<file path="config.mk">
export PLATFORM = sky130hd
export DESIGN_NAME = multicycle_control
export DESIGN_NICKNAME = d
export VERILOG_FILES = /design/src/rtl/multicycle_control.sv
export SDC_FILE = /design/constraint.sdc
export NUM_CORES = 1
export LEC_CHECK = 0
export CAP_MARGIN = 10
export CORE_MARGIN = 4
export CORE_UTILIZATION = 48
export DETAILED_ROUTE_END_ITERATION = 10
export PLACE_DENSITY = 0.79
export SETUP_SLACK_MARGIN = 0.05
export SYNTH_ARGS = -nofsm -noshare
export SYNTH_HDL_FRONTEND = slang
export SYNTH_SLANG_ARGS = --single-unit
</file>
<file path="constraint.sdc">
create_clock -name clk -period 2.13 [get_ports clk]
set_input_delay 0.3195 -clock clk [delete_from_list [all_inputs] [get_ports clk]]
set_output_delay 0.3195 -clock clk [all_outputs]
set_load 0.005 [all_outputs]
</file>
<file path="src/rtl/multicycle_control.sv">
// Multi-cycle datapath controller: Moore FSM sequencing fetch/decode/execute/writeback
// for a MIPS-like subset (R-type, lw, sw, beq, j, addi), with a sticky illegal-op trap.
module multicycle_control (
    input  logic        clk,
    input  logic        rst,
    input  logic [5:0]  instr_op,
    input  logic        mem_ready,
    output logic        pc_write,
    output logic        pc_write_cond,
    output logic        iord,
    output logic        mem_read,
    output logic        mem_write,
    output logic        ir_write,
    output logic        mem_to_reg,
    output logic        reg_dst,
    output logic        reg_write,
    output logic        alu_src_a,
    output logic [1:0]  alu_src_b,
    output logic [1:0]  pc_source,
    output logic [1:0]  alu_op,
    output logic [3:0]  state,
    output logic        illegal_op,
    output logic [15:0] instr_count
);

    localparam logic [5:0] OpRtype = 6'b000000;
    localparam logic [5:0] OpLw    = 6'b100011;
    localparam logic [5:0] OpSw    = 6'b101011;
    localparam logic [5:0] OpBeq   = 6'b000100;
    localparam logic [5:0] OpJ     = 6'b000010;
    localparam logic [5:0] OpAddi  = 6'b001000;

    typedef enum logic [3:0] {
        StFetch    = 4'd0,
        StDecode   = 4'd1,
        StMemAddr  = 4'd2,
        StMemRead  = 4'd3,
        StMemWb    = 4'd4,
        StMemWrite = 4'd5,
        StRExec    = 4'd6,
        StRWb      = 4'd7,
        StBranch   = 4'd8,
        StJump     = 4'd9,
        StAddiExec = 4'd10,
        StAddiWb   = 4'd11,
        StError    = 4'd15
    } state_e;

    typedef struct packed {
        logic       pc_write_uncond;
        logic       fetch;
        logic       pc_write_cond;
        logic       iord;
        logic       mem_read;
        logic       mem_write;
        logic       mem_to_reg;
        logic       reg_dst;
        logic       reg_write;
        logic       alu_src_a;
        logic [1:0] alu_src_b;
        logic [1:0] alu_op;
        logic [1:0] pc_source;
        logic       illegal;
    } ctrl_t;

    state_e      state_q, state_d;
    ctrl_t       ctrl_q;
    logic [15:0] instr_count_q, instr_count_d;
    logic        retire;

    function automatic ctrl_t decode_ctrl(input state_e st);
        ctrl_t c;
        c = '0;
        case (st)
            StFetch: begin
                c.fetch     = 1'b1;
                c.mem_read  = 1'b1;
                c.alu_src_b = 2'b01;
            end
            StDecode: begin
                c.alu_src_b = 2'b11;
            end
            StMemAddr: begin
                c.alu_src_a = 1'b1;
                c.alu_src_b = 2'b10;
            end
            StMemRead: begin
                c.mem_read = 1'b1;
                c.iord     = 1'b1;
            end
            StMemWb: begin
                c.reg_write  = 1'b1;
                c.mem_to_reg = 1'b1;
            end
            StMemWrite: begin
                c.mem_write = 1'b1;
                c.iord      = 1'b1;
            end
            StRExec: begin
                c.alu_src_a = 1'b1;
                c.alu_op    = 2'b10;
            end
            StRWb: begin
                c.reg_write = 1'b1;
                c.reg_dst   = 1'b1;
            end
            StBranch: begin
                c.alu_src_a     = 1'b1;
                c.alu_op        = 2'b01;
                c.pc_write_cond = 1'b1;
                c.pc_source     = 2'b01;
            end
            StJump: begin
                c.pc_write_uncond = 1'b1;
                c.pc_source       = 2'b10;
            end
            StAddiExec: begin
                c.alu_src_a = 1'b1;
                c.alu_src_b = 2'b10;
            end
            StAddiWb: begin
                c.reg_write = 1'b1;
            end
            default: begin
                c.illegal = 1'b1;
            end
        endcase
        return c;
    endfunction

    always_comb begin
        state_d = state_q;
        retire  = 1'b0;
        case (state_q)
            StFetch: begin
                if (mem_ready) state_d = StDecode;
            end
            StDecode: begin
                case (instr_op)
                    OpRtype:    state_d = StRExec;
                    OpLw, OpSw: state_d = StMemAddr;
                    OpBeq:      state_d = StBranch;
                    OpJ:        state_d = StJump;
                    OpAddi:     state_d = StAddiExec;
                    default:    state_d = StError;
                endcase
            end
            StMemAddr: begin
                if (instr_op == OpSw) begin
                    state_d = StMemWrite;
                end else if (instr_op == OpLw) begin
                    state_d = StMemRead;
                end else begin
                    state_d = StError;
                end
            end
            StMemRead: begin
                if (mem_ready) state_d = StMemWb;
            end
            StMemWrite: begin
                if (mem_ready) begin
                    state_d = StFetch;
                    retire  = 1'b1;
                end
            end
            StMemWb, StRWb, StBranch, StJump, StAddiWb: begin
                state_d = StFetch;
                retire  = 1'b1;
            end
            StRExec:    state_d = StRWb;
            StAddiExec: state_d = StAddiWb;
            StError:    state_d = StError;
            default:    state_d = StError;
        endcase
    end

    assign instr_count_d = retire ? instr_count_q + 16'd1 : instr_count_q;

    // Control bits are registered as the decode of the next state, so they always
    // equal the decode of the current state without a combinational path from state.
    always_ff @(posedge clk) begin
        if (rst) begin
            state_q       <= StFetch;
            ctrl_q        <= decode_ctrl(StFetch);
            instr_count_q <= 16'd0;
        end else begin
            state_q       <= state_d;
            ctrl_q        <= decode_ctrl(state_d);
            instr_count_q <= instr_count_d;
        end
    end

    // IR load and PC increment in FETCH fire only in the cycle the memory completes.
    assign ir_write      = ctrl_q.fetch & mem_ready;
    assign pc_write      = ctrl_q.pc_write_uncond | (ctrl_q.fetch & mem_ready);
    assign pc_write_cond = ctrl_q.pc_write_cond;
    assign iord          = ctrl_q.iord;
    assign mem_read      = ctrl_q.mem_read;
    assign mem_write     = ctrl_q.mem_write;
    assign mem_to_reg    = ctrl_q.mem_to_reg;
    assign reg_dst       = ctrl_q.reg_dst;
    assign reg_write     = ctrl_q.reg_write;
    assign alu_src_a     = ctrl_q.alu_src_a;
    assign alu_src_b     = ctrl_q.alu_src_b;
    assign pc_source     = ctrl_q.pc_source;
    assign alu_op        = ctrl_q.alu_op;
    assign illegal_op    = ctrl_q.illegal;
    assign state         = state_q;
    assign instr_count   = instr_count_q;

endmodule

</file>
# == Yosys cells after proc, flatten, opt, wreduce, memory -nomap -nowiden ==
# Index checks and enable logic that the tools add are counted.
# word_totals
memories,0
in_bits,9
romBits,0
regBits,37
latchBits,0
ramBits,0
output_inout_bits,37
# classes
eq_ne,27
multipliers,0
bitwise_logic,2
shifts,0
addsub,1
div_mod_pow,0
mux,23
n_lt_le_gt_ge,0
n_reduce_logical,11
# ops
operator,count
equality test 4 x 3 -> 1 bit (second input constant),8
equality test 4 bit (second input constant),8
one-hot mux 4 bit (8 select lines),1
two-way mux 4 bit,5
one-hot mux 4 bit (5 select lines),1
adder 16 x 1 -> 16 bit (second input constant),1
equality test 4 x 2 -> 1 bit (second input constant),4
equality test 6 bit (second input constant),2
two-way mux 1 bit,12
OR reduction 12 bit,1
equality test 4 x 1 -> 1 bit (second input constant),2
zero test 4 bit,2
one-hot mux 2 bit (2 select lines),2
OR reduction 2 bit,4
equality test 6 x 2 -> 1 bit (second input constant),1
equality test 6 x 3 -> 1 bit (second input constant),1
equality test 6 x 4 -> 1 bit (second input constant),1
zero test 6 bit,1
one-hot mux 2 bit (3 select lines),1
OR reduction 5 bit,1
OR reduction 4 bit,1
OR reduction 3 bit,1
one-hot mux 1 bit (2 select lines),1
bitwise AND 1 bit,1
bitwise OR 1 bit,1

# == Longest topological paths before layout ==
# Gate-level depths: netlist of run 1.
# logic_depth
depth_word,7
mapped_depth,8
depth_no_buf,7

# == Least setup slack after synthesis of run 1 ==
# No wires, ideal clock.
# synth_timing
path_type,flip-flop to flip-flop
from,"reg state_q[1], in the netlist state[1]"
to,reg ctrl_q (netlist bit alu_src_a)
required_ns,1.999
t_arrival_ns,1.650
path_slack_ns,0.349
setup_time_ns,0.131
path_stages_with_launch,7
cell_sequence,dfxtp_1 -> or4b_4 -> a21o_1 -> o221a_2 -> buf_6 -> mux2i_1 -> nor3_1
# synth_between
elab_chain_cells,6
word_cells_on_any_way,23
# synth_rtl
item,line,text
"start, declared",66,"state_e state_q, state_d;"
"start signal, assigned",183,state_q <= StFetch;
"start signal, assigned",187,state_q <= state_d;
equality test 4 x 3 -> 1 bit / equality test 4 bit (equally long branches),134,case (state_q)
OR reduction 5 bit,134,
one-hot mux 4 bit (8 select lines) *,134,
equality test 4 bit (tied with other cells),74,case (st)
OR reduction 4 bit (no line) *,--,
two-way mux 1 bit *,74,
"end signal, assigned",184,ctrl_q <= decode_ctrl(StFetch);
"end signal, assigned",188,ctrl_q <= decode_ctrl(state_d);
"end, declared",67,ctrl_t ctrl_q;
# Every way passes the cells marked *; elsewhere a longest branch is shown, timed or not.
# A chain may end at the register's enable or synchronous reset.

# == Worst setup path in the final report of run 1 ==
# layout_timing
from,"reg state_q[2], in the netlist state[2]"
to,reg ctrl_q (netlist bit illegal_op)
# layout_between
elab_chain_cells,6
word_cells_on_any_way,31
# layout_rtl
item,line
equality test 4 x 3 -> 1 bit / equality test 4 bit (equally long branches),134
OR reduction 5 bit,134
one-hot mux 4 bit (8 select lines) *,134
equality test 4 bit (tied with other cells),74
OR reduction 12 bit (no line) *,--
two-way mux 1 bit *,74
# Marked as above.

==> out/qor.yml, run 1 <==
synth.most_common_cell: "dfxtp_1"
wirelength_um: 3820
io_buffers: 45
critPathBufInv: 1
crit_arrival_ns: 2.26
drc_errors: 0
setup_viol: 0
grt_pass1_wl_um: 6450
place.gp.congestion: 0.827
fin_worst_skew_ns: 0.00717
crit_fanout: 8
criticalPathCategory: "register to register"
slowest_stage: "or4b_4"
layout_setup_ws_ns: 0.118
place.detailed.hpwl_um: 2900
die-area_um2: 4620
cp.required_ns: 2.38
num_io_pins: 46
synthFlopType: "dfxtp_1"
drt-initial-drc-count: 98
synth_cell_types: 55
synth-compound-area-share_pct: 13.8
hold_viol: 0
nets: 264
ys_seq_area_share_pct: 39.4
rows: 21
synth_mux_area_share_pct: 1.16
synth_top_family_by_area: "simple AND/OR/NAND/NOR gates"
final_core_util_pct: 70.9
synthAdderAreaFrac_pct: 0.725
cts_buffer_depth: 2
cp_cell_sequence: "or4b_4 -> a21o_1 -> o221a_2 -> buf_4 -> nor3_1"
yosys.area.top_type: "dfxtp_1"
n_fill_cell: 264
max_slew_margin_pct: 77.0
num_vias: 1560
diodes: 0
clkLatencyLatePin_ns: 0.34
synthTopCellsByArea: "dfxtp_1 39%, nor2_1 4.8%, xnor2_1 4.1%"
grt.overflow.total: 0
layout_min_cycle_time_ns: 2.01
die_h_um: 68.0
hp-class: "register to register"
endpoint_kind: "register"
worst_pin_slew_ns: 0.342
synth_top_area_share_pct: 39.4
async_flop_share_pct: 0
netlist_area_um2: 1730
yosys_warnings: 0
fp.dieW_um: 68.0
htreeDepth: 2
antenna_left: 0
p_per_area_nw_per_um2: 1300
grt_pass1_vias: 1459
syn_inst: 187
yosys.area_share.simple_pct: 30.5
synth_common_cells: "34 x dfxtp_1, 22 x nor2_1, 12 x nand2_1, 8 x o21ai_0, 8 x xnor2_1"
synth_edf_count: 0
ys_seq_elements: 34
avgSynthCellArea_um2: 9.23
routedWlPerCell_um: 12.7
slowest_delay_ns: 0.57
status: "completed"
cts_sinks: 34
drv_cap: 0
cts-root-buf: "clkbuf_4"
synth_xor_area_share_pct: 7.61
rsz0062_at_grt: "false"
path_clk_slew_ns: 0.10
core_area_um2: 3420
cts_tree: "done"
ir_drop_mv: 0.691
crit_family: "simple AND/OR/NAND/NOR gates"
leakage_nw: 0.934
worstSetupStartpointType: "register"
syn_to_final_growth_pct: 40.3
grt_usage_pct: 18.1
drive_above_1_share_pct: 23.1
grt_max_degree: 25
dp_slack_ns: -0.160
largest_register_ffs: 16
slew_violations: 0
hold_buffers: 0
via_per_inst: 5.18
cts_buffers: 5
syn_nets: 197
antenna_found_initial: 0
whs_ns: 0.524
dr.pass1.iters: 4
fmax_mhz: 497
start_util_pct: 50.5
final.period_utilization_pct: 94.5
[per-layer routing]
metal,track usage [%],routed length [um],vias to the layer above,share of wire (%)
met5,0,0,-,0
li1,-,-,787,-
met2,30.7,1890,40,50
met1,22.6,1700,726,45
met4,6.45,53,0,1.4
met3,3.61,171,7,4.5
[cell usage in the layout (no fill, tap or decap), types with 3 or more instances in the layout]
cell type         n
or3_1             3
nor3_1            6
inv_1             3
clkdlybuf4s50_1  45
xnor2_1           8
nand4_1           3
nor3b_1           3
a21oi_1           7
nor2_1           22
dfxtp_1          33
and2_1            4
and4_1            3
o21ai_0           8
clkbuf_4          5
nor3_2            3
nand2_1          12
nand3_1           3
xor2_1            7
buf_4            30
[tightest hold or removal path: stages (launching register included)]
cell     delay (ns)
dfxtp_1        0.36
xor2_1         0.07
nor2_1         0.07
[what timing repair did]
item	CTS	global route
gates resized for setup	0	2
buffers inserted	0	3
endpoints found under the setup margin	0	7
endpoints found under the hold margin	0	0
[path summary, 6_finish.rpt]
| path | startpoint | to | slack (ns) | cells after the start |
|---|---|---|---|---|
| setup / recovery | state[2] | illegal_op | 0.12 | 5 |
| hold / removal | instr_count[15] | instr_count[15] | 0.52 | 2 |
| setup reg to reg | state[2] | illegal_op | 0.12 | 5 |
| hold reg to reg | instr_count[15] | instr_count[15] | 0.52 | 2 |
[where the power goes]
group | leakage, nW | switching (mW) | internal, mW | total (mW)
Sequential | 0.277 | 0.0786 | 0.761 | 0.839
Combinational | 0.622 | 0.866 | 1.06 | 1.93
Clock | 0.0353 | 0.213 | 0.160 | 0.373
Total | 0.934 | 1.16 | 1.98 | 3.14
[metrics by stage]
| step | area (um^2) | power, mW | cells | setup TNS [ns] |
|---|---|---|---|---|
| after floorplan | 1730 | 2.00 | 187 | 0 |
| after global placement | 2340 | 2.64 | 290 | -0.737 |
| after detailed placement | 2340 | 2.68 | 290 | -1.22 |
| after CTS | 2400 | 3.04 | 298 | 0 |
| after global routing | 2420 | 3.36 | 301 | 0 |
| final | 2420 | 3.14 | 301 | 0 |
[final cells by class]
type	count	area, um^2	share of cell area [%]
Inverter	4	16.3	0.672
Sequential cell	34	682	28.2
Timing Repair Buffer	75	676	27.9
Multi-Input combinational cell	134	930	38.4
Clock inverter	1	5.00	0.207
Clock buffer	7	55.1	2.27
Tap cell	46	57.6	2.38
[cell families after synthesis]
logic type	after synthesis
AO/OA/AOI/OAI	32
XOR/XNOR	15
adder cells (fa/ha/maj)	1
buffers and inverters	19
flip-flops	34
multiplexers	2
AND/OR/NAND/NOR	84
No activity file was read; power rests on OpenSTA's default activity.
==> run 2: changes to the inputs <==
- ABC_AREA: unset -> 1
- CORE_UTILIZATION: 48 -> 49
- SETUP_SLACK_MARGIN: 0.05 -> unset
- SKIP_CTS_REPAIR_TIMING: unset -> 1
==> run 2 against run 1 <==
Against the previous run:
- combinational power shrank 44%
- global-route usage is 1.0 points higher
- register-to-register slack gained 0.32 ns
- maximum frequency is 8.3% higher
- routed wire length increased by 18%
- core utilization fell by 4.6 points
==> out/qor.yml, run 2 <==
status: "completed"
slew_violations: 0
routedWlPerCell_um: 11.6
p_per_area_nw_per_um2: 980
rows: 22
syn_inst: 294
grt_pass1_wl_um: 7750
crit_family: "buffers and inverters"
antenna_found_initial: 0
multi_input_area_um2: 996
netlist_area_um2: 1910
num_io_pins: 46
dpl.cell_count: 380
num_vias: 1946
criticalPathCategory: "input pin to output port"
setup_viol: 0
crit_arrival_ns: 1.54
via_per_inst: 5.02
fp.dieW_um: 70.4
synth.most_common_cell: "nand2_1"
cts-root-buf: "clkbuf_8"
path_clk_slew_ns: 0.06
r2r_cells: 11
grt_usage_pct: 19.1
syn_nets: 304
regArea_um2: 681
cts_buffers: 5
start_util_pct: 51.3
final.period_utilization_pct: 87.2
rsz0062_at_grt: "false"
cts_buffer_depth: 2
hold_viol: 0
cp_cell_sequence: "clkdlybuf4s50_1 -> nand2_1 -> inv_1 -> or2_2 -> clkdlybuf4s50_1"
antenna_left: 0
endpoint_kind: "output port"
grt_max_degree: 19
slowest_stage: "clkdlybuf4s50_1"
drv_cap: 0
critPathBufInv: 3
yosys_warnings: 0
layout_min_cycle_time_ns: 1.86
final_cell_mix: "70 x nand2_1, 45 x clkdlybuf4s50_1, 40 x nor2_1"
async_flop_share_pct: 0
core_area_um2: 3720
largest_register_ffs: 16
place.detailed.hpwl_um: 3490
layout_commonest_cell: "nand2_1"
ir_drop_mv: 0.692
n_fill_cell: 366
ys_seq_elements: 34
fmax_mhz: 538
htreeDepth: 2
max_slew_margin_pct: 70.9
synth_top_area_share_pct: 35.7
synth_edf_count: 0
dr.pass1.iters: 4
io_buffers: 45
leakage_nw: 1.08
cts_sinks: 34
diodes: 0
layout_setup_ws_ns: 0.272
synthFlopType: "dfxtp_1"
holdPathStages: 2
hp-class: "register to register"
synth_cell_types: 25
setup-tns-final_ns: 0
die_h_um: 70.4
final-instance-count-excl-fill: 388
critPathMostFrequentCell: "clkdlybuf4s50_1"
syn_to_final_growth_pct: 29.2
cp.required_ns: 1.81
yosys.area.top_type: "dfxtp_1"
clkLatencyLatePin_ns: 0.28
whs_ns: 0.505
synth_common_cells: "70 x nand2_1, 40 x nor2_1, 38 x inv_1, 34 x dfxtp_1, 33 x nand3_1"
worstSetupStartpointType: "input pin"
drt-initial-drc-count: 161
ys_seq_area_share_pct: 35.7
synthTopCellsByArea: "dfxtp_1 36%, nand2_1 14%, nand3_1 8.7%"
die-area_um2: 4950
drc_errors: 0
final_core_util_pct: 66.3
worst_pin_slew_ns: 0.435
grt_pass1_vias: 1783
place.gp.congestion: 0.961
path_depth: 5
drive_above_1_share_pct: 8.82
nets: 349
wirelength_um: 4490
fin_worst_skew_ns: 0.00577
grt.overflow.total: 0
crit_fanout: 2
avgSynthCellArea_um2: 6.48
cts_tree: "done"
dp_slack_ns: 0.119
slowest_delay_ns: 0.44
==> run 2: cell count changes after synthesis, moves of 4 or more <==
cell	delta
nor2_1	+18
nand2_2	+4
inv_1	+35
nand3_1	+30
a21oi_1	+12
nand2_1	+58
nor2_4	+4
xor2_1	-6
nor2_2	+5
and2_1	-4
==> run 2: kinds of logic (layout without fill, tap and decap cells) <==
group           count (synthesis)  after routing  synth area share, %
compound gates                 28             28                 7.49
xor+xnor                        7              7                 3.22
fa+ha+maj                       1              1                0.656
buf+inv                        52             98                 12.0
flops                          34             34                 35.7
simple gates                  172            172                 40.9
==> run 2: cell type report <==
class | count | area share, %
flip-flops and latches | 34 | 27.6
clock buffers | 6 | 3.35
clock inverters | 2 | 0.508
repair buffers | 48 | 19.2
well taps | 48 | 2.44
multi-input cells | 208 | 40.4
inverters | 42 | 6.40
==> run 2: where the power goes <==
part | switching [mW] | internal (mW) | total, mW
sequential | 0.0892 | 0.747 | 0.836
clock | 0.232 | 0.259 | 0.491
combinational | 0.633 | 0.452 | 1.09
total | 0.954 | 1.46 | 2.41
==> run 2: worst paths after layout <==
path	start	to	slack (ns)
hold reg to reg	instr_count[15]	instr_count[15]	0.50
hold / removal	instr_count[15]	instr_count[15]	0.50
setup reg to reg	state[2]	instr_count[3]	0.44
setup / recovery	mem_ready	pc_write	0.27
==> run 2: worst min-delay path: cells and delay by family (launching register included) <==
kind,cells,cell delay [ns]
AO/OA/AOI/OAI,1,0.06
AND/OR/NAND/NOR,1,0.07
flip-flops,1,0.33
==> run 2: per-stage QoR <==
stage               cell area [um^2]  power [mW]
floorplan                       1910        1.58
global placement                2370        1.91
detailed placement              2370        1.93
CTS                             2460        2.42
global route                    2460        2.60
finish                          2460        2.41
==> run 2: metal layers <==
metal / share of wire [%] / GRT usage, % / up-vias / routed length [um]
li1: - / - / 1012 / -
met1: 50 / 25.4 / 868 / 2230
met2: 43 / 29.7 / 57 / 1920
met3: 5.5 / 4.46 / 9 / 248
met4: 2.0 / 7.66 / 0 / 92
met5: 0 / 0 / - / 0
==> run 3: changes to the inputs <==
- CORE_MARGIN: 4 -> 2
==> run 3 against run 2 <==
Against the previous run:
- sequential power barely moved
- register-to-register slack better by 0.04 ns
- core utilization rose by 1.1 points
- setup slack got worse by 0.12 ns
- cell count is 0.26% higher
- sequential share of layout area is 0.25 points lower
==> out/qor.yml, run 3 (same netlist as run 2, synthesis figures left out) <==
status: "completed"
die-area_um2: 4400
nets: 350
n_fill_cell: 345
path_clk_slew_ns: 0.07
final_cell_mix: "70 x nand2_1, 45 x clkdlybuf4s50_1, 40 x nor2_1"
met3_usage_pct: 5.62
p_per_area_nw_per_um2: 1010
drt-initial-drc-count: 100
cts_buffer_depth: 2
largest_register_ffs: 16
setup_viol: 0
p_sw_share_pct: 38.9
internal_power_mw: 1.53
leakage_nw: 1.10
hold_start: "instr_count[4]"
fp.dieW_um: 66.4
critPathBufInv: 3
grt_busiest_layer: "met2"
dr.pass1.iters: 4
slew_violations: 0
place.detailed.hpwl_um: 3420
grt_use_met2_pct: 35.6
antenna_left: 0
die_h_um: 66.4
rows: 22
grt.overflow.total: 0
cts-root-buf: "clkbuf_8"
crit_fanout: 6
whs_ns: 0.488
r2r_start: "state[2]"
crit_family: "buffers and inverters"
worstSetupStartpointType: "input pin"
regArea_um2: 681
final.period_utilization_pct: 93.0
crit_path_start: "mem_ready"
htreeDepth: 2
start_util_pct: 51.7
num_io_pins: 46
place.gp.congestion: 0.924
criticalPathCategory: "input pin to output port"
drv_cap: 0
multi_input_area_um2: 996
syn_to_final_growth_pct: 30.4
antenna_found_initial: 0
fmax_mhz: 505
grt_usage_pct: 23.2
grt_max_degree: 13
fin_worst_skew_ns: 0.00547
clkLatencyLatePin_ns: 0.29
grt_pass1_wl_um: 7840
hp-class: "register to register"
worst_pin_slew_ns: 0.472
setup-tns-final_ns: 0
rsz0062_at_grt: "false"
p_switching_mw: 0.974
drc_errors: 0
core_area_um2: 3690
endpoint_kind: "output port"
final_core_util_pct: 67.4
routedWlPerCell_um: 11.5
io_buffers: 45
num_vias: 1920
p_clk_share_pct: 22.3
via_per_inst: 4.94
ir_drop_mv: 0.790
layout_commonest_cell: "nand2_1"
crit_arrival_ns: 1.66
layout_min_cycle_time_ns: 1.98
sequentialPowerShare_pct: 33.4
critPathMostFrequentCell: "clkdlybuf4s50_1"
grt_util_met1_pct: 31.1
drive_above_1_share_pct: 9.09
wirelength_um: 4480
cts_sinks: 34
max_slew_margin_pct: 68.4
grt_pass1_vias: 1772
slowest_delay_ns: 0.50
cts_buffers: 5
cts_tree: "done"
hold_viol: 0
cp_cell_sequence: "clkdlybuf4s50_1 -> nand2_1 -> inv_1 -> or2_2 -> clkdlybuf4s50_1"
slowest_stage: "clkdlybuf4s50_1"
pwr-share-comb_pct: 44.2
cp.required_ns: 1.81
diodes: 0
run 3: area by class of cell:
| type | count | area share, % |
|---|---|---|
| repair buffers | 49 | 19.3 |
| inverters | 42 | 6.34 |
| flip-flops and latches | 34 | 27.4 |
| well taps | 48 | 2.42 |
| multi-input cells | 208 | 40.1 |
| clock buffers | 8 | 4.43 |
run 3: per-stage QoR:
stage               setup WS (ns)  area (um^2)  power [mW]  instances
global route               0.0434         2480        2.69        389
floorplan                   0.699         1910        1.58        294
CTS                         0.137         2480        2.50        389
finish                      0.149         2480        2.51        389
detailed placement          0.133         2370        1.94        381
global placement            0.136         2370        1.93        381
run 3: worst paths after layout:
| path | depth (start not counted) | slack, ns | to |
|---|---|---|---|
| worst max-delay path | 5 | 0.15 | pc_write |
| worst min-delay path | 2 | 0.49 | instr_count[4] |
| worst max register to register | 11 | 0.48 | instr_count[3] |
| worst min register to register | 2 | 0.49 | instr_count[4] |
run 3: worst reg2reg max path: cells and delay by family, from the launching register on:
family / cells / cell delay (ns)
DFF: 1 / 0.49
and+or+nand+nor: 6 / 0.60
buffers and inverters: 3 / 0.27
AOI/OAI and AO/OA: 2 / 0.20
run 3: routing by layer:
metal / part of all wire (%) / wire length (um)
met3: 5.3 / 237
met1: 50 / 2240
met4: 1.5 / 65
met2: 43 / 1940
met5: 0 / 0
run 3: power groups by stage:
stage | Clock [mW] | Combinational, mW | Sequential (mW)
finish | 0.560 | 1.11 | 0.838
global route | 0.593 | 1.24 | 0.851
detailed placement | 0 | 1.09 | 0.851
floorplan | 0 | 0.732 | 0.844
CTS | 0.568 | 1.10 | 0.839
global placement | 0 | 1.08 | 0.849
==> edit 1: new RTL, config.mk and constraints of run 3 <==
Put one more register stage on the output `instr_count`, cleared by the reset. The value now appears one clock later. The other outputs are not delayed to match.
--- a/src/rtl/multicycle_control.sv
+++ b/src/rtl/multicycle_control.sv
@@ -206,7 +206,13 @@
     assign alu_op        = ctrl_q.alu_op;
     assign illegal_op    = ctrl_q.illegal;
     assign state         = state_q;
-    assign instr_count   = instr_count_q;
+    always_ff @(posedge clk) begin
+        if (rst) begin
+            instr_count <= '0;
+        end else begin
+            instr_count <= instr_count_q;
+        end
+    end
 
 endmodule
 
Check against the original RTL: not equivalent (a bounded check fails within 4 cycles, from zero or initial values and one cycle with rst high).
==> edit 1 against run 3 <==
- maximum frequency grew 2.6%
- setup slack better by 50 ps
- total power is 16% higher
- count of clock-buffer cells in the layout down 2
- sequential cell count grew 16
- sequential power grew 40%
- clock skew is 4.1 ps higher
- clock power increased by 2%
- synthesized area increased by 18%
- wire length fell by 0.49%
- cell area up 13%
- sequential share of layout area rose by 8.3 points
- critical path type unchanged
- critical endpoint unchanged
- largest power group is now sequential cells
==> edit 1: results (changes against run 3) <==
metric	value	unit	change
net count reported at finish	366		+4.6%
XOR/XNOR Fraction of Synth Area	1.556	%	-1.7 points
Reg clk slew, reported paths	90	ps	+20 ps
length of routed met2 wiring	1.999	mm	+3.1%
CTS max path bufs	2		unchanged
met1 GRT Util	25.22	%	-5.9 points
met2 Track Usage GR	29.01	%	-6.6 points
area occupied by multi-input gates	983.4	um^2	-1.3%
Worst Skew	9.534	ps	+4.061 ps
worst path arrival time	1610	ps	-50 ps
Distinct cells, synth	30		+20%
critical path fanouts, max	2		-4
register area share after synthesis	44.47	%	+8.8 points
Area contributors post-synth	dfxtp_1 (44%), nand2_1 (11%), inv_1 (8.2%)		
met3 Use GR	4.782	%	-0.84 points
later-pin clock latency in the skew report	300	ps	
DRT iter0 DRCs	149		+49%
vias in the first global route	1760		-0.68%
vias per cell	4.907		-0.58%
initial antenna violation count	0		unchanged
worst vdd ir	0.0005230	V	-34%
total CTS buffers	5		unchanged
Metal-1 WL	2.152	mm	-3.8%
TritonRoute pass-1 iters	4		unchanged
leakage	1.220	nW	+11%
status	complete, no violations		
port bufs	45		unchanged
P_seq	1.17	mW	+40%
main combinational cell family by area after synthesis	simple AND/OR/NAND/NOR gates		
Clock Power Share	19.6	%	-2.7 points
Placed Instances	401		+5.2%
Switching Share	38.43	%	-0.47 points
Fill cells	403		+17%
post-synthesis cell count	313		+6.5%
met3 WL	247	um	+4.2%
Synth Area in Compound Gates	6.837	%	-0.65 points
Post-Synth Adder-Cell Area	0.5559	%	-0.10 points
Synthesized Nets	323		+6.3%
GP Congestion	0.8783		-5.0%
Power per Cell Area	1038	mW/mm^2	+2.9%
layout cells sized above 1	10.64	%	+1.6 points
Async S/R FF share, synth	0	%	unchanged
Placement Cell Area	0.002710	mm^2	+14%
slew of the pin with the lowest slew margin	537.7	ps	+65.63 ps
largest net degree at the start of global routing	28		+15
wire per inst	10.90	um	-5.4%
classification of the worst-slack hold path	reg -> reg		
pre-CTS WS	102.7	ps	-30.71 ps
Synth top cells by count	nand2_1 (66), dfxtp_1 (50), inv_1 (49)		
final wirelength	4.459	mm	-0.49%
Detail Placement HPWL	3.362	mm	-1.6%
first-pass GRT wire length	7.603	mm	-3.0%
Tot GR Track Use	18.60	%	-4.6 points
edit 1: path summary, 6_finish.rpt:
check	startpoint	end	slack (ps)	depth (start not counted)
worst max register to register	state[0]$_SDFF_PP0_	alu_src_b[0]$_SDFF_PP1_	550	10
worst min-delay path	instr_count_q[15]$_SDFFE_PP0P_	instr_count[15]$_SDFF_PP0_	460	2
worst min register to register	instr_count_q[15]$_SDFFE_PP0P_	instr_count[15]$_SDFF_PP0_	460	2
worst max-delay path	mem_ready	pc_write	200	5
edit 1: cell type report:
type / count / share of cell area [%]
well taps: 52 / 2.319
clock inverters: 2 / 0.4460
clock buffers: 6 / 2.944
repair buffers: 47 / 16.59
inverters: 52 / 6.958
multi-input cells: 200 / 35.06
flip-flops and latches: 50 / 35.68
edit 1: worst max-delay path, stage by stage:
cell             delay [ps]
clkdlybuf4s50_1         470
nand2_1                  80
inv_1                    40
or2_2                   260
clkdlybuf4s50_1         440
==> edit 2: new RTL, settings of run 3 <==
Made on the original files. Reset style: asynchronous (`rst`), changed in one clocked block.
--- a/src/rtl/multicycle_control.sv
+++ b/src/rtl/multicycle_control.sv
@@ -178,7 +178,7 @@
 
     // Control bits are registered as the decode of the next state, so they always
     // equal the decode of the current state without a combinational path from state.
-    always_ff @(posedge clk) begin
+    always_ff @(posedge clk or posedge rst) begin
         if (rst) begin
             state_q       <= StFetch;
             ctrl_q        <= decode_ctrl(StFetch);
Function: differs if rst is asserted again (counterexample within 4 cycles, from zero or initial values and one cycle with rst high); with rst held inactive, the same outputs for 10 cycles.
==> edit 2 against run 3 <==
- first-iteration DRC count down 27%
- utilization down 0.38 points
- hold slack worse by 70 ps
- sequential cell count unchanged
- global-route usage decreased by 3.0 points
- synthesized area decreased by 1.5%
- cell area fell by 1.3%
- count of clock-buffer cells in the layout shrank 2
- wire length fell by 14%
- setup slack gained 49 ps
- critical endpoint unchanged
- largest cell class is now sequential cells
Power is not compared: it rests on default switching activity, and its combinational part moved more than twofold at a synthesized area within 25%.
==> edit 2: results (changes against run 3) <==
metric	value	unit	change
classification of the worst-slack hold path	in -> async		
largest net degree at the start of global routing	35		+22
wire per inst	11.52	um	about the same
met1 GRT Util	24.37	%	-6.8 points
pre-CTS WS	77.88	ps	-55.57 ps
Placement Cell Area	0.002350	mm^2	-1.1%
GP Congestion	0.8540		-7.6%
Top FF cell, synth	dfrtp_1		
Metal-1 WL	1.623	mm	-27%
TritonRoute pass-1 iters	4		unchanged
hold_ws	417.7	ps	-70.49 ps
R2R Path End	instr_count[6]$_DFFE_PP0P_		
Async S/R FF share, synth	100.0	%	+100 points
vias in the first global route	1603		-9.5%
Worst path max stage delay	460	ps	-40 ps
Tot GR Track Use	20.28	%	-3.0 points
met3 Use GR	5.622	%	unchanged
length of routed met2 wiring	1.909	mm	-1.5%
Reg clk slew, reported paths	70	ps	about the same
Max transition margin	72.51	%	+4.1 points
Detail Placement HPWL	2.919	mm	-15%
layout cells sized above 1	15.33	%	+6.2 points
Placed Instances	327		-14%
Worst Skew	4.485	ps	-0.9890 ps
Post-Synth Adder-Cell Area	0.6667	%	+0.010 points
worst path arrival time	1610	ps	-50 ps
Slew Limit Fails	0		unchanged
initial antenna violation count	0		unchanged
Distinct cells, synth	27		+8.0%
Synth Area in Compound Gates	3.867	%	-3.6 points
final wirelength	3.859	mm	-14%
later-pin clock latency in the skew report	290	ps	about the same
vias per cell	4.946		+0.21%
Area contributors post-synth	dfrtp_1 (41%), nand2_1 (11%), nor2_1 (7.2%)		
Reg2Reg Depth	8		-3
Fill cells	322		-6.7%
port bufs	45		unchanged
met2 Track Usage GR	34.47	%	-1.2 points
Synthesized Nets	249		-18%
net count reported at finish	296		-15%
Reg2Reg Launch Point	state[2]$_DFF_PP0_		
register area share after synthesis	45.53	%	+9.8 points
CTS max path bufs	2		unchanged
met3 WL	253	um	+6.8%
proportion of synthesized area in mux cells	0.6000	%	+0.60 points
worst vdd ir	0.0003736	V	
XOR/XNOR Fraction of Synth Area	7.000	%	+3.8 points
critical path fanouts, max	2		-4
Mapped Avg Cell Area	7.853	um^2	+21%
Synth top cells by count	nand2_1 (53), nor2_1 (36), dfrtp_1 (31)		
FF-to-FF setup slack	340	ps	-140 ps
status	complete, no violations		
Ys Warns	0		unchanged
DRT iter0 DRCs	73		-27%
first-pass GRT wire length	6.720	mm	-14%
## edit 2: area by class of cell
class / instances / area (um^2) / area share (%)
Sequential cell: 34 / 854.6 / 34.85
Multi-Input combinational cell: 165 / 853.3 / 34.80
Timing Repair Buffer: 47 / 465.4 / 18.98
Inverter: 33 / 123.9 / 5.051
Clock buffer: 6 / 82.58 / 3.367
Tap cell: 48 / 60.06 / 2.449
Clock inverter: 2 / 12.51 / 0.5102
## edit 2: kinds of logic (layout without fill, tap and decap cells)
| logic type | count (synthesis) | in the layout |
|---|---|---|
| fa+ha+maj | 1 | 1 |
| compound gates | 11 | 11 |
| xor+xnor | 15 | 15 |
| simple gates | 137 | 137 |
| buf+inv | 40 | 88 |
| flops | 34 | 34 |
| mux | 1 | 1 |
## edit 2: tightest hold or removal path, cell delays in order
cell	delay, ps
clkdlybuf4s50_1	390
inv_1	50
buf_4	370
## edit 2: where the power goes
| group | leakage, nW | internal (mW) | switching (mW) |
|---|---|---|---|
| Combinational | 0.674 | 0.0215 | 0.0289 |
| Sequential | 0.412 | 0.646 | 0 |
| Clock | 0.0472 | 0.260 | 0.239 |
## edit 2: worst max-delay path by stage
stage | slack (ps) | cells past startpoint | end | startpoint
final | 200 | 5 | pc_write | mem_ready
after global placement | 100 | 11 | illegal_op$_DFF_PP0_ | instr_op[3]
after CTS | 180 | 5 | pc_write | mem_ready
after floorplan | 580 | 7 | instr_count[1]$_DFFE_PP0P_ | state[3]$_DFF_PP0_
after global routing | 90 | 8 | instr_count[6]$_DFFE_PP0P_ | state[2]$_DFF_PP0_
after detailed placement | 80 | 11 | illegal_op$_DFF_PP0_ | instr_op[3]
